===== src/rtl/codma_desc_fetch.sv =====
// Fetches a two-word copy descriptor, validates it and presents it to the copy engine; type-2 descriptors link to ptr+32.
// Optional macro CODMA_LINK_CHAIN_EN lets linked descriptors chain further (up to 4 per start).
module codma_desc_fetch #(
  parameter int MEM_DEPTH = 32,
  parameter int MEM_WIDTH = 8
) (
  input  logic        clk,
  input  logic        reset_n,
  input  logic        start_i,
  input  logic [31:0] task_pointer_i,
  output logic        busy_o,
  output logic        rd_req_o,
  output logic [31:0] rd_addr_o,
  input  logic        rd_gnt_i,
  input  logic        rd_valid_i,
  input  logic [63:0] rd_data_i,
  output logic        desc_valid_o,
  input  logic        desc_ready_i,
  output logic [31:0] desc_type_o,
  output logic [31:0] desc_src_o,
  output logic [31:0] desc_dst_o,
  output logic [31:0] desc_len_o,
  output logic        done_o,
  output logic        err_o,
  output logic [1:0]  err_code_o
);
  localparam logic [32:0] SPAN = 33'(MEM_DEPTH * MEM_WIDTH);
`ifdef CODMA_LINK_CHAIN_EN
  localparam logic [2:0] MAX_DESC = 3'd4;
`else
  localparam logic [2:0] MAX_DESC = 3'd2;
`endif

  typedef enum logic [2:0] {IDLE, REQ0, WAIT0, REQ1, WAIT1, CHECK, PRESENT} state_t;
  state_t state, state_nxt;

  logic [31:0] ptr, link_ptr;
  logic [63:0] word0, word1;
  logic [2:0]  desc_cnt;
  logic        done_q, err_q;
  logic [1:0]  err_code_q, chk_code, link_code;
  logic [31:0] d_type, d_src, d_dst, d_len;
  logic        start_bad, accept, is_link;

  function automatic logic ptr_bad(input logic [31:0] p);
    return (p[2:0] != 3'd0) || (({1'b0, p} + 33'd16) > SPAN);
  endfunction

  assign d_type    = word0[31:0];
  assign d_src     = word0[63:32];
  assign d_dst     = word1[31:0];
  assign d_len     = word1[63:32];
  assign link_ptr  = ptr + 32'd32;
  assign start_bad = ptr_bad(task_pointer_i);
  assign accept    = (state == PRESENT) && desc_ready_i;
  assign is_link   = (d_type == 32'd2);
  assign link_code = ptr_bad(link_ptr) ? 2'd1 : ((desc_cnt == MAX_DESC) ? 2'd3 : 2'd0);

  always_comb begin
    chk_code = 2'd0;
    if (d_type > 32'd2) chk_code = 2'd2;
`ifndef CODMA_LINK_CHAIN_EN
    else if (is_link && (desc_cnt > 3'd1)) chk_code = 2'd2;
`endif
    else if ((d_len == 32'd0) ||
             ((d_type == 32'd0) ? (d_len[2:0] != 3'd0) : (d_len[4:0] != 5'd0)) ||
             (({1'b0, d_src} + {1'b0, d_len}) > SPAN) ||
             (({1'b0, d_dst} + {1'b0, d_len}) > SPAN))
      chk_code = 2'd3;
  end

  always_ff @(posedge clk) begin
    if (!reset_n) state <= IDLE;
    else          state <= state_nxt;
  end

  always_comb begin
    state_nxt = state;
    case (state)
      IDLE:    if (start_i && !start_bad) state_nxt = REQ0;
      REQ0:    if (rd_gnt_i) state_nxt = WAIT0;
      WAIT0:   if (rd_valid_i) state_nxt = REQ1;
      REQ1:    if (rd_gnt_i) state_nxt = WAIT1;
      WAIT1:   if (rd_valid_i) state_nxt = CHECK;
      CHECK:   state_nxt = (chk_code != 2'd0) ? IDLE : PRESENT;
      PRESENT: if (accept) state_nxt = (is_link && (link_code == 2'd0)) ? REQ0 : IDLE;
      default: state_nxt = IDLE;
    endcase
  end

  always_comb begin
    busy_o       = (state != IDLE);
    rd_req_o     = (state == REQ0) || (state == REQ1);
    rd_addr_o    = 32'd0;
    if (state == REQ0) rd_addr_o = ptr;
    if (state == REQ1) rd_addr_o = ptr + 32'd8;
    desc_valid_o = (state == PRESENT);
    desc_type_o  = desc_valid_o ? d_type : 32'd0;
    desc_src_o   = desc_valid_o ? d_src  : 32'd0;
    desc_dst_o   = desc_valid_o ? d_dst  : 32'd0;
    desc_len_o   = desc_valid_o ? d_len  : 32'd0;
    done_o       = done_q;
    err_o        = err_q;
    err_code_o   = err_code_q;
  end

  // Datapath and registered completion pulses
  always_ff @(posedge clk) begin
    if (!reset_n) begin
      ptr        <= 32'd0;
      word0      <= 64'd0;
      word1      <= 64'd0;
      desc_cnt   <= 3'd0;
      done_q     <= 1'b0;
      err_q      <= 1'b0;
      err_code_q <= 2'd0;
    end else begin
      done_q <= 1'b0;
      err_q  <= 1'b0;
      case (state)
        IDLE: if (start_i) begin
          ptr        <= task_pointer_i;
          desc_cnt   <= 3'd1;
          err_q      <= start_bad;
          err_code_q <= start_bad ? 2'd1 : 2'd0;
        end
        WAIT0: if (rd_valid_i) word0 <= rd_data_i;
        WAIT1: if (rd_valid_i) word1 <= rd_data_i;
        CHECK: if (chk_code != 2'd0) begin
          err_q      <= 1'b1;
          err_code_q <= chk_code;
        end
        PRESENT: if (accept) begin
          if (!is_link) begin
            done_q <= 1'b1;
          end else if (link_code != 2'd0) begin
            err_q      <= 1'b1;
            err_code_q <= link_code;
          end else begin
            ptr      <= link_ptr;
            desc_cnt <= desc_cnt + 3'd1;
          end
        end
        default: ;
      endcase
    end
  end
endmodule


===== config.mk =====
export PLATFORM = sky130hd
export DESIGN_NAME = codma_desc_fetch
export DESIGN_NICKNAME = d
export VERILOG_FILES = /design/src/rtl/codma_desc_fetch.sv
export SDC_FILE = /design/constraint.sdc
export NUM_CORES = 1
export LEC_CHECK = 0
export ABC_AREA = 1
export BUFFER_PORTS_ARGS = -buffer_cell sky130_fd_sc_hd__buf_2
export CORE_UTILIZATION = 59
export CTS_BUF_LIST = sky130_fd_sc_hd__clkbuf_2
export DETAILED_ROUTE_END_ITERATION = 6
export PLACE_DENSITY = 0.81
export SETUP_SLACK_MARGIN = 0.05
export SYNTH_ARGS = -nofsm -noshare
export SYNTH_HDL_FRONTEND = slang
export SYNTH_SLANG_ARGS = --single-unit

===== constraint.sdc =====
create_clock -name clk -period 4.47 [get_ports clk]
set_clock_uncertainty 0.2 [all_clocks]
set_input_delay 0.447 -clock clk [delete_from_list [all_inputs] [get_ports clk]]
set_output_delay 0.447 -clock clk [all_outputs]
set_load 0.01 [all_outputs]

==> results.tsv <==
stage	metric	value	unit
critical_path	end_kind	output pin	
floorplanning	die_w	157	um
sta	max_slew_margin	21.5	%
power_and_ir_drop	vdd_drop_max	172	uV
logic_synthesis	yosys.area.top_type_share	23.9	%
final_layout	mostFrequentLayoutCells	nand2_1, nor2_1, inv_1	
clock_network	cts_tree	yes	
critical_path	crit_start	ptr[11]	
final_layout	final_core_util	72.8	%
floorplanning	fp-row-count	56	
final_layout	final_common_cell	nand2_1	
placement	dp_cells	2958	
sta	fmax	0.242	GHz
sta	min_period	4.13	ns
placement	placement.io_buffers	268	
run	drv_cap	0	
power_and_ir_drop	pwr-share-clk	33.9	%
sta	timing.final.crit_share	92.4	%
detailed_routing	routed_via_density	5.93	
logic_synthesis	synthTopCellsByArea	dfxtp_1, nand2_1, nor2_1	
detailed_routing	ant_nets	0	
worst_hold_path	hold_depth	5	
critical_path	cpPeakStageDelay	0.64	ns
power_and_ir_drop	p_leak	7.99	nW
clock_network	clk_latency	0.82	ns
sta	drv_slew	0	
detailed_routing	wl	55400	um
clock_network	root_buffer	clkbuf_2	
floorplanning	die-area	24800	um2
critical_path	cp_num_cells	7	
detailed_routing	wl_per_cell	17.9	um
logic_synthesis	synth_area_per_cell	5.83	um2
clock_network	cts_buffers	17	
detailed_routing	drc	17	
clock_network	htreeDepth	4	
floorplanning	start_util	60.5	%
critical_path	path_class	reg2out	
detailed_routing	firstDrtPassIters	7	
global_route	grt_usage	44.0	%
power_and_ir_drop	power_density	172	nW/um2
global_route	antenna_found_initial	1	
worst_hold_path	hold_start	task_pointer_i[23]	
global_route	grt_pass1_wl	85300	um
final_layout	final_cell_count_no_fill	3096	
final_layout	nets	2936	
logic_synthesis	synth-edff-count	0	
worst_hold_path	holdPathEnd	ptr[23]	
critical_path	crit_chain	nand2_1 > nor2_2 > inv_1 > nor3_1 > nand4_1 > a21oi_1 > buf_2	
placement	place.gp.congestion	1.02	
detailed_routing	drtIter0Drc	2179	
global_route	grt_max_degree	99	
power_and_ir_drop	p_sw	0.000982	W
critical_path	start_kind	flop	
sta	hold_violations	0	
logic_synthesis	postSynthCellCount	2442	
global_route	grt_overflow_total	0	
critical_path	rrSetupSlack	0.43	ns
critical_path	worst_ep_arrival_time	3.48	ns
critical_path	reg2reg_from	ptr[16]	
worst_hold_path	hold_class	in2reg	
sta	rsz0062_at_grt	false	
power_and_ir_drop	internal_power	0.00197	W
clock_network	clkTransAtPathRegs	0.35	ns
critical_path	path_buf_inv	2	
final_layout	drive_gt1_share	13.0	%
floorplanning	core_area	23500	um2
final_layout	area_growth	20.3	%
global_route	grt_pass1_vias	16600	
logic_synthesis	ys_seq_elements	170	
clock_network	cts_max_path_buffers	2	
logic_synthesis	ys.flop_type	dfxtp_1	
floorplanning	ios	269	
logic_synthesis	yosys_warnings	0	
critical_path	crit_family	simple AND/OR/NAND/NOR gates	
logic_synthesis	ys_seq_area_share	23.9	%
clock_network	cts_setup_buffers	0	
sta	fin_tns_setup	0	ns
detailed_routing	num_vias	18400	
sta	setup_viol	0	
logic_synthesis	async_reset_ff_share	0	%
sta	worstMarginPinSlew	1.18	ns
critical_path	reg2reg_depth	21	
logic_synthesis	syn_area	14200	um2
critical_path	worst_ep_required_time	3.82	ns
power_and_ir_drop	pwr-share-comb	12.8	%
run_status	violations	DRC	
critical_path	r2r-end	ptr[19]	
placement	dpl_worst_slack	0.524	ns
logic_synthesis	yosysTopAreaCell	dfxtp_1	
critical_path	crit_slowest_cell	nor3_1	
logic_synthesis	ys_types	47	
power_and_ir_drop	swShare	33.3	%
sta	fin_ws	0.340	ns
logic_synthesis	synth_fp_nets	2615	
placement	dp_hpwl	39500	um
critical_path	cp_max_fo	8	
run_status	status	finished with violations	
floorplanning	die_h	157	um
power_and_ir_drop	seq_power_share	53.4	%
clock_network	clock-sinks	170	
## logic make-up after synthesis
logic type               share of synthesized area (%)
AND/OR/NAND/NOR                                   35.9
AO/OA/AOI/OAI                                     19.1
buffers and inverters                             11.1
flip-flops                                        23.9
adder cells (fa/ha/maj)                           6.35
XOR/XNOR                                          3.63
## what timing repair did
item / 4_1_cts / 5_1_grt
hold buffers: 105 / 0
resized for setup: 0 / 4
endpoints found under the hold margin: 168 / 0
endpoints found under the setup margin: 0 / 23
## worst min-delay path, delay by kind of cell
family                 cells  cell delay, ns
and+or+nand+nor            2            0.25
buffers and inverters      1            0.13
AOI/OAI and AO/OA          2            0.23
## synth_stat cells, drive strengths merged (2+ instances only)
cell    count
nand2     530
nor2      395
inv       332
a21oi     270
o21ai     229
dfxtp     170
nand3     159
clkbuf     72
ha         69
nand4      53
nor3       40
xor2       40
xnor2      19
buf         9
nor4        8
o21bai      8
nand3b      7
o211ai      5
a21o        4
and2        3
a211oi      2
fa          2
nand2b      2
nor3b       2
o211a       2
o21a        2
## registers in the layout (all words and copies together), names as in the netlist
name / cells
word0: 64
word1: 64
ptr: 32
desc_cnt: 3
state: 3
err_code_o: 2
done_o: 1
err_o: 1
## through the flow
step | area, um2 | hold WS [ns] | power (W)
floorplan | 14200 | 0.239 | 0.00175
global placement | 15800 | 0.252 | 0.00187
detailed placement | 15800 | 0.260 | 0.00188
CTS | 17100 | 0.0347 | 0.00292
global route | 17100 | 0.0530 | 0.00304
finish | 17100 | 0.0901 | 0.00295
## cell type report
class	count	area (um2)
Multi-Input combinational cell	1858	9280
Fill cell	1913	6410
Sequential cell	170	3410
Timing Repair Buffer	383	2480
Inverter	333	1250
Tap cell	319	399
Clock inverter	15	220
Clock buffer	17	85.1
Antenna cell	1	2.50
## worst max-delay path by stage
stage | slack [ns] | to
after CTS | 0.38 | rd_addr_o[28]
final | 0.34 | rd_addr_o[26]
after global routing | 0.07 | rd_addr_o[28]
after global placement | 0.63 | ptr[12]
after floorplan | 1.23 | ptr[24]
after detailed placement | 0.52 | ptr[19]
## power by group through the flow
stage | Clock (W) | Combinational, W | Sequential (W)
6_report | 0.000998 | 0.000377 | 0.00157
5_1_grt | 0.00105 | 0.000409 | 0.00158
4_1_cts | 0.000998 | 0.000354 | 0.00157
3_5_place_dp | 0 | 0.000283 | 0.00159
3_3_place_gp | 0 | 0.000279 | 0.00159
2_1_floorplan | 0 | 0.000170 | 0.00158
## routing by layer
metal / global-route usage (%) / part of all wire, %
met1: 55.4 / 39
met2: 70.2 / 44
met3: 7.93 / 10
met4: 25.3 / 6.1
met5: 0 / 0
(Power assumes the default switching activity.)
